[config.mk]
export PLATFORM = sky130hd
export DESIGN_NAME = idli_exs_m
export DESIGN_NICKNAME = d
export VERILOG_FILES = /design/src/rtl/idli_pkg.sv /design/src/rtl/idli_exs_alu_m.sv /design/src/rtl/idli_exs_m.sv
export SDC_FILE = /design/constraint.sdc
export NUM_CORES = 1
export LEC_CHECK = 0
export CAP_MARGIN = 5
export CORE_MARGIN = 3
export CORE_UTILIZATION = 35
export DETAILED_ROUTE_END_ITERATION = 8
export PLACE_DENSITY_LB_ADDON = 0.12
export SLEW_MARGIN = 20
export SYNTH_ARGS = -nofsm -noshare
export SYNTH_HDL_FRONTEND = slang
export SYNTH_SLANG_ARGS = --single-unit
[constraint.sdc]
create_clock -name i_exs_gck -period 4.7 [get_ports i_exs_gck]
set_clock_uncertainty 0.05 [all_clocks]
set_input_delay 1.41 -clock i_exs_gck [delete_from_list [all_inputs] [get_ports i_exs_gck]]
set_output_delay 1.41 -clock i_exs_gck [all_outputs]
set_load 0.03 [all_outputs]
[src/rtl/idli_pkg.sv]
// Shared types for the idli nibble-serial execution stage.
// Holds the op encoding and the nibble data type used by every beat.
package idli_pkg;

    typedef logic [3:0] sqi_data_t;

    typedef enum logic [2:0] {
        ADD,
        SUB,
        AND,
        OR,
        XOR,
        CMP_EQ,
        CMP_LTU,
        CMP_LTS
    } exs_op_t;

    function automatic logic is_cmp(input exs_op_t op);
        return (op == CMP_EQ) || (op == CMP_LTU) || (op == CMP_LTS);
    endfunction

    // SUB and every compare run lhs + ~rhs + cin
    function automatic logic op_inverts(input exs_op_t op);
        return (op == SUB) || is_cmp(op);
    endfunction

endpackage

[src/rtl/idli_exs_alu_m.sv]
// Combinational one-nibble ALU: result, carry out of bit 3 and carry into bit 3.
// Logic ops produce no carries.
module idli_exs_alu_m
    import idli_pkg::*;
(
    input  exs_op_t   op,
    input  sqi_data_t lhs,
    input  sqi_data_t rhs,
    input  logic      cin,
    output sqi_data_t out,
    output logic      cout,
    output logic      c3
);

    sqi_data_t  rhs_eff;
    logic [4:0] sum;
    logic [3:0] low;

    always_comb begin
        rhs_eff = op_inverts(op) ? ~rhs : rhs;
        sum     = {1'b0, lhs} + {1'b0, rhs_eff} + {4'b0, cin};
        low     = {1'b0, lhs[2:0]} + {1'b0, rhs_eff[2:0]} + {3'b0, cin};
        out     = sum[3:0];
        cout    = sum[4];
        c3      = low[3];
        case (op)
            AND: begin out = lhs & rhs; cout = 1'b0; c3 = 1'b0; end
            OR:  begin out = lhs | rhs; cout = 1'b0; c3 = 1'b0; end
            XOR: begin out = lhs ^ rhs; cout = 1'b0; c3 = 1'b0; end
            default: ;
        endcase
    end

endmodule

[src/rtl/idli_exs_m.sv]
// Nibble-serial execute stage: one op takes DATA_W/4 beats, LSB nibble first.
// Results are zero-latency per beat; stall freezes the beat, flush kills the op.
module idli_exs_m
    import idli_pkg::*;
#(
    parameter int DATA_W = 16
) (
    input  logic                              i_exs_gck,
    input  logic                              i_exs_rst_n,
    input  exs_op_t                           i_exs_op,
    input  logic                              i_exs_op_vld,
    output logic                              o_exs_op_acp,
    input  sqi_data_t                         i_exs_lhs,
    input  sqi_data_t                         i_exs_rhs,
    input  logic                              i_exs_stall,
    input  logic                              i_exs_flush,
    output sqi_data_t                         o_exs_out,
    output logic                              o_exs_out_vld,
    output logic [$clog2(DATA_W/4)-1:0]       o_exs_ctr,
    output logic                              o_exs_pred,
    output logic                              o_exs_pred_vld,
    output logic                              o_exs_done
);

    localparam int BEATS = DATA_W / 4;
    localparam int CTR_W = $clog2(BEATS);

    exs_op_t          op_q;
    logic             op_vld_q;
    logic [CTR_W-1:0] ctr_q;
    logic             carry_q;
    logic             eq_q;

    logic first, last, fire, cin, cout, c3, eq_acc;

    assign first = (ctr_q == '0);
    assign last  = (ctr_q == CTR_W'(BEATS - 1));
    assign fire  = op_vld_q && !i_exs_stall && !i_exs_flush;
    assign cin   = first ? op_inverts(op_q) : carry_q;

    idli_exs_alu_m u_alu (
        .op   (op_q),
        .lhs  (i_exs_lhs),
        .rhs  (i_exs_rhs),
        .cin  (cin),
        .out  (o_exs_out),
        .cout (cout),
        .c3   (c3)
    );

    // Beat 0 restarts the equality accumulator regardless of its old value
    assign eq_acc = (first || eq_q) && (i_exs_lhs == i_exs_rhs);

    always_comb begin
        o_exs_pred = 1'b0;
        case (op_q)
            CMP_EQ:  o_exs_pred = eq_acc;
            CMP_LTU: o_exs_pred = !cout;
            CMP_LTS: o_exs_pred = o_exs_out[3] ^ (c3 ^ cout);
            default: ;
        endcase
    end

    assign o_exs_op_acp   = (!op_vld_q || (last && !i_exs_stall)) && !i_exs_flush;
    assign o_exs_out_vld  = fire;
    assign o_exs_done     = fire && last;
    assign o_exs_pred_vld = fire && last && is_cmp(op_q);
    assign o_exs_ctr      = ctr_q;

    always_ff @(posedge i_exs_gck or negedge i_exs_rst_n) begin
        if (!i_exs_rst_n) begin
            op_vld_q <= 1'b0;
            ctr_q    <= '0;
        end else if (o_exs_op_acp) begin
            op_vld_q <= i_exs_op_vld;
            ctr_q    <= '0;
        end else if (i_exs_flush) begin
            op_vld_q <= 1'b0;
            ctr_q    <= '0;
        end else if (op_vld_q && !i_exs_stall) begin
            ctr_q    <= ctr_q + CTR_W'(1);
        end
    end

    always_ff @(posedge i_exs_gck) begin
        if (o_exs_op_acp) begin
            op_q <= i_exs_op;
        end
        if (fire) begin
            carry_q <= cout;
            eq_q    <= eq_acc;
        end
    end

endmodule

# After elaboration in Yosys (flattened, before gate mapping)
# Index checks and enable logic that the tools add are counted.
dict set report totals {
  word_cells 56
  output_inout_bits 11
  ff_bits 8
  input_bits 16
}
dict set report op_classes {
  n_mux 11
  reduce_logical 20
  n_bitwise 6
  n_addsub 5
  eq_ne 9
}
# cell count
set op_table {}
lappend op_table {{$eq A3 B3 Y1 const B} 4}
lappend op_table {{$pmux W4 S3} 1}
lappend op_table {{$logic_and A1 B1 Y1} 7}
lappend op_table {{$eq A3 B2 Y1 const B} 2}
lappend op_table {{$mux W2} 3}
lappend op_table {{$add A4 B4 Y5} 1}
lappend op_table {{$add A5 B1 Y5} 1}
lappend op_table {{$logic_or A1 B1 Y1} 5}
lappend op_table {{$mux W1} 5}
lappend op_table {{$add A3 B3 Y4} 1}
lappend op_table {{$add A4 B1 Y4} 1}
lappend op_table {{$and A4 B4 Y4} 1}
lappend op_table {{$eq A4 B4 Y1} 1}
lappend op_table {{$logic_not A1 Y1} 4}
lappend op_table {{$mux W4} 1}
lappend op_table {{$not A4 Y4} 1}
lappend op_table {{$or A4 B4 Y4} 1}
lappend op_table {{$xor A4 B4 Y4} 1}
lappend op_table {{$eq A3 B1 Y1 const B} 1}
lappend op_table {{$pmux W1 S3} 1}
lappend op_table {{$reduce_bool A3 Y1} 1}
lappend op_table {{$reduce_or A3 Y1} 1}
lappend op_table {{$add A2 B1 Y2 const B} 1}
lappend op_table {{$eq A2 B2 Y1 const B} 1}
lappend op_table {{3 further kinds} 4}

# Logic depth before layout (Yosys ltp)
dict set report depth {
  depth_word 11
  mapped_depth 10
  ltp_nobuf 10
}

# Cells and area by module
# From an unflattened synthesis, not the netlist that was laid out.
dict set report hier_totals {
  cells_unflattened 104
  hier_area_um2 907.1
}
# mod seq_area_each_um2 n_inst area_each_um2 cells_per_inst
set modules_own_cells {}
lappend modules_own_cells {idli_exs_alu_m 0.0 1 455.4 59}
lappend modules_own_cells {idli_exs_m 225.2 1 451.7 45}

# Least setup slack after synthesis
# No wires, ideal clock.
dict set report synth_timing {
  path_type {input to output}
  from {input port i_exs_rhs[0]}
  to {output port o_exs_out[2]}
  arrival_time_ns 3.241
  cell_stages 6
  required_ns 3.240
  setup_slack_ns -0.001
  cell_sequence {inv_1 > xnor2_1 > fa_1 > fa_1 > xor2_1 > o21ai_0}
}
dict set report synth_via {
  elab_chain_cells 5
}
# element line_no
set synth_lines {}
lappend synth_lines {{start: declaration} idli_exs_m.sv:14} ;# input sqi_data_t i_exs_rhs,
lappend synth_lines {{$not A4 Y4} idli_exs_alu_m.sv:20} ;# rhs_eff = op_inverts(op) ? ~rhs : rhs;
lappend synth_lines {{$mux W4 (*)} idli_exs_alu_m.sv:20}
lappend synth_lines {{$add A4 B4 Y5 (*)} idli_exs_alu_m.sv:21} ;# sum = {1'b0, lhs} + {1'b0, rhs_eff} + {4'b0, cin};
lappend synth_lines {{$add A5 B1 Y5 (*)} idli_exs_alu_m.sv:21}
lappend synth_lines {{$pmux W4 S3 (*)} idli_exs_alu_m.sv:26} ;# case (op)
lappend synth_lines {{end: declaration} idli_exs_m.sv:17} ;# output sqi_data_t o_exs_out,
# Mark *: on every way between the ends. The rest lies on a longest branch, timed or not.

# Worst setup path in the final report
dict set report layout_timing {
  from {input port i_exs_lhs[0]}
  to {output port o_exs_pred}
}
dict set report layout_via {
  elab_chain_cells 6
}
# element line_no
set layout_lines {}
lappend layout_lines {{start: declaration} idli_exs_m.sv:13} ;# input sqi_data_t i_exs_lhs,
lappend layout_lines {{$add A4 B4 Y5 or $add A3 B3 Y4 (tied branches)} {idli_exs_alu_m.sv:21, idli_exs_alu_m.sv:22}}
lappend layout_lines {{$add A5 B1 Y5 or $add A4 B1 Y4 (tied branches)} {idli_exs_alu_m.sv:21, idli_exs_alu_m.sv:22}}
lappend layout_lines {{$mux W1} idli_exs_alu_m.sv:26}
lappend layout_lines {{$xor A1 B1 Y1 (2 in series)} idli_exs_m.sv:59} ;# CMP_LTS: o_exs_pred = o_exs_out[3] ^ (c3 ^ cout);
lappend layout_lines {{$pmux W1 S3 (*)} idli_exs_m.sv:56} ;# case (op_q)
lappend layout_lines {{end: declaration} idli_exs_m.sv:20} ;# output logic o_exs_pred,
# Marked as above.

==> run_results.csv <==
group,metric,value,unit
timing,period_share,98.5,%
layout,fin_cells,180,
flow_run,max_cap_violations,0,
die,core,2340,µm²
synth,synthArstFlopShare,37.5,%
synth,synth_mux_area_share,3.58,%
synth,syn-cell-area,908,µm²
critical_path,crit_arrival,3.17,ns
routing,routed_wirelength,2190,µm
layout,final_nets,184,
routing,wl_per_cell,12.1,µm
timing,setup_ws,0.0713,ns
grt,grt_pass1_vias,865,
grt,grt_util_all_layers,14.3,%
synth,yosys-top-cells-count,"inv_1 (14), ha_1 (13), nor2_1 (11)",
timing,layout_min_cycle_time,4.63,ns
timing,hold_violations,0,
placement,hpwl,1780,µm
die,die_h,56.9,µm
placement,placed_cell_area,1310,µm²
routing,drt_iter0_markers,18,
timing,tightest_slew,0.398,ns
power_and_ir_drop,p_leak,0.000640,µW
grt,antenna_found_initial,0,
power_and_ir_drop,powerDensity,216,nW/µm²
die,io_pins,27,
routing,first_pass_iters,4,
synth,syn_nets,134,
placement,gpl.final_weighted_congestion,0.881,
synth,yosysUniqueCellTypes,34,
cts,h-tree-depth,1,
synth,synth-simple-area-share,19.3,%
placement,place_inst,172,
synth,yosys.area.top_type,"ha_1",
die,initial_core_util,38.8,%
cts,clock_path_buffers,2,
synth,ys_ff_latch,8,
critical_path,cp.required,3.24,ns
timing,fmax,216,MHz
timing,setup_viol,0,
routing,postRouteAntennaNets,0,
layout,drive_gt1_share,31.6,%
power_and_ir_drop,ir_drop,0.179,mV
layout,final_area,1410,µm²
cts,cts_tree,"done",
synth,synthFlopType,"edfxtp_1",
synth,synth.most_common_cell,"inv_1",
cts,path_clk_slew,0.05,ns
synth,synth_warnings,0,
synth,synth.area.top_cells,"ha_1 (18%), edfxtp_1 (17%), dfrtp_1 (8.3%), inv_1 (5.8%), a21oi_1 (5.5%)",
grt,grt_overflow,0,
critical_path,path_class,"primary input to output port",
synth,synth_top_area_share,17.9,%
outcome,outcome,"completed",
cts,clock-root-buffer,"clkbuf_4",
die,die_x,56.9,µm
layout,area_growth,55.5,%
synth,ys_seq_area_share,24.8,%
cts,clkSinkCount,8,
placement,io_buffers,26,
routing,vias,887,
timing,setup-tns-final,0,ns
synth,synthCells,103,
synth,syn_area_per_cell,8.82,µm²
hold_path,min_path_type,"register to register",
layout,diodes,0,
critical_path,critPathLaunchType,"primary input",
synth,synth_xor_area_share,4.82,%
timing,maxSlewViolCount,0,
synth,synth_compound_area_share,16.8,%
synth,synth_fa_ha_area_share,22.3,%
synth,synth_top_family_by_area,"adder cells",
critical_path,worstPathMaxFanout,2,
cts,numCtsBuffers,3,
timing,relSlewSlack,73.3,%
grt,grt_pass1_wl,3680,µm
routing,drc_errors,0,
die,std_cell_rows,17,
synth,synth_edf_count,5,
cts,insertion_delay,0.25,ns
routing,via_per_inst,4.93,
timing,hold_ws,0.500,ns
grt,grt_max_degree,14,
placement,post-place-ws,-0.823,ns
die,die-area,3240,µm²
critical_path,setup.worst_path.end_class,"output port",
where the power goes:
part	internal [µW]	switching, µW
registers	78.8	2.43
clock network	32.5	23.3
logic	84.2	84.4
sequential cells by signal (all words and copies together) (netlist names):
register / cells
eq_q: 1
o_exs_ctr: 2
op_vld_q: 1
carry_q: 1
op_q: 3
layout by cell type, fill, tap and decap left out, drive strengths merged:
cell | netlist | layout
a21oi | 10 | 10
xor2 | 1 | 1
nor3 | 3 | 3
clkbuf | 0 | 4
o211ai | 1 | 1
dfrtp | 3 | 3
nor4b | 2 | 2
a211oi | 3 | 3
o21a | 2 | 2
fa | 2 | 2
nand2 | 5 | 5
inv | 14 | 14
o2111ai | 1 | 1
nor2 | 11 | 11
nor2b | 2 | 2
nand3 | 1 | 1
xnor2 | 4 | 4
dlymetal6s2s | 0 | 1
nand4b | 1 | 1
mux2i | 2 | 2
buf | 3 | 28
nor3b | 1 | 1
edfxtp | 5 | 5
clkdlybuf4s50 | 0 | 18
nor4 | 1 | 1
a31oi | 2 | 2
ha | 13 | 13
o21ai | 5 | 5
o22ai | 1 | 1
nand2b | 3 | 3
or3b | 1 | 1
dlygate4sd2 | 0 | 1
area by class of cell:
class | count | area (µm²)
fillers | 220 | 927
multi-input cells | 78 | 664
repair buffers | 48 | 409
flip-flops and latches | 8 | 225
inverters | 14 | 52.6
well taps | 28 | 35.0
clock buffers | 4 | 26.3
critical path, stage by stage:
cell	delay [ns]
dlygate4sd2_1	0.23
inv_2	0.05
fa_2	0.41
fa_2	0.41
nor2b_2	0.16
nor3_2	0.05
o2111ai_1	0.18
a21oi_1	0.09
buf_4	0.17
logic make-up after synthesis:
logic type / after synthesis
AO/OA/AOI/OAI: 25
XOR/XNOR: 5
adder cells (fa/ha/maj): 15
buffers and inverters: 17
flip-flops: 8
multiplexers: 2
AND/OR/NAND/NOR: 31
stage by stage:
| stage | utilization, % | power, µW |
|---|---|---|
| CTS | 58.2 | 298 |
| global route | 60.4 | 328 |
| global placement | 55.8 | 230 |
| detailed placement | 55.8 | 232 |
| floorplan | - | 169 |
| finish | 60.4 | 306 |
routing by layer:
metal,up-vias,global-route usage (%),share of wire (%)
li1,454,-,-
met2,27,21.9,47
met1,400,19.4,46
met5,-,0,0
met4,0,5.96,2.5
met3,6,3.17,4.3
repair_timing:
action                     4_1_cts  5_1_grt
hold buffers                     0        0
setup endpoints to repair        4        4
setup buffers                    1        3
resized for setup               20        7
pin swaps                        4        4
path summary, 6_finish.rpt:
check                      slack, ns                 start  cells past startpoint                        to
min                             0.50  op_vld_q$_DFFE_PN0P_                      2      op_vld_q$_DFFE_PN0P_
min reg2reg                     0.50  op_vld_q$_DFFE_PN0P_                      2      op_vld_q$_DFFE_PN0P_
max in group asynchronous       3.18           i_exs_rst_n                      1  o_exs_ctr[1]$_DFFE_PN0P_
min in group asynchronous       1.28           i_exs_rst_n                      1  o_exs_ctr[0]$_DFFE_PN0P_
max reg2reg                     2.25     op_q[1]$_DFFE_PP_                      7         carry_q$_DFFE_PP_
max                             0.07          i_exs_lhs[0]                      9                o_exs_pred
(Power assumes the default switching activity.)
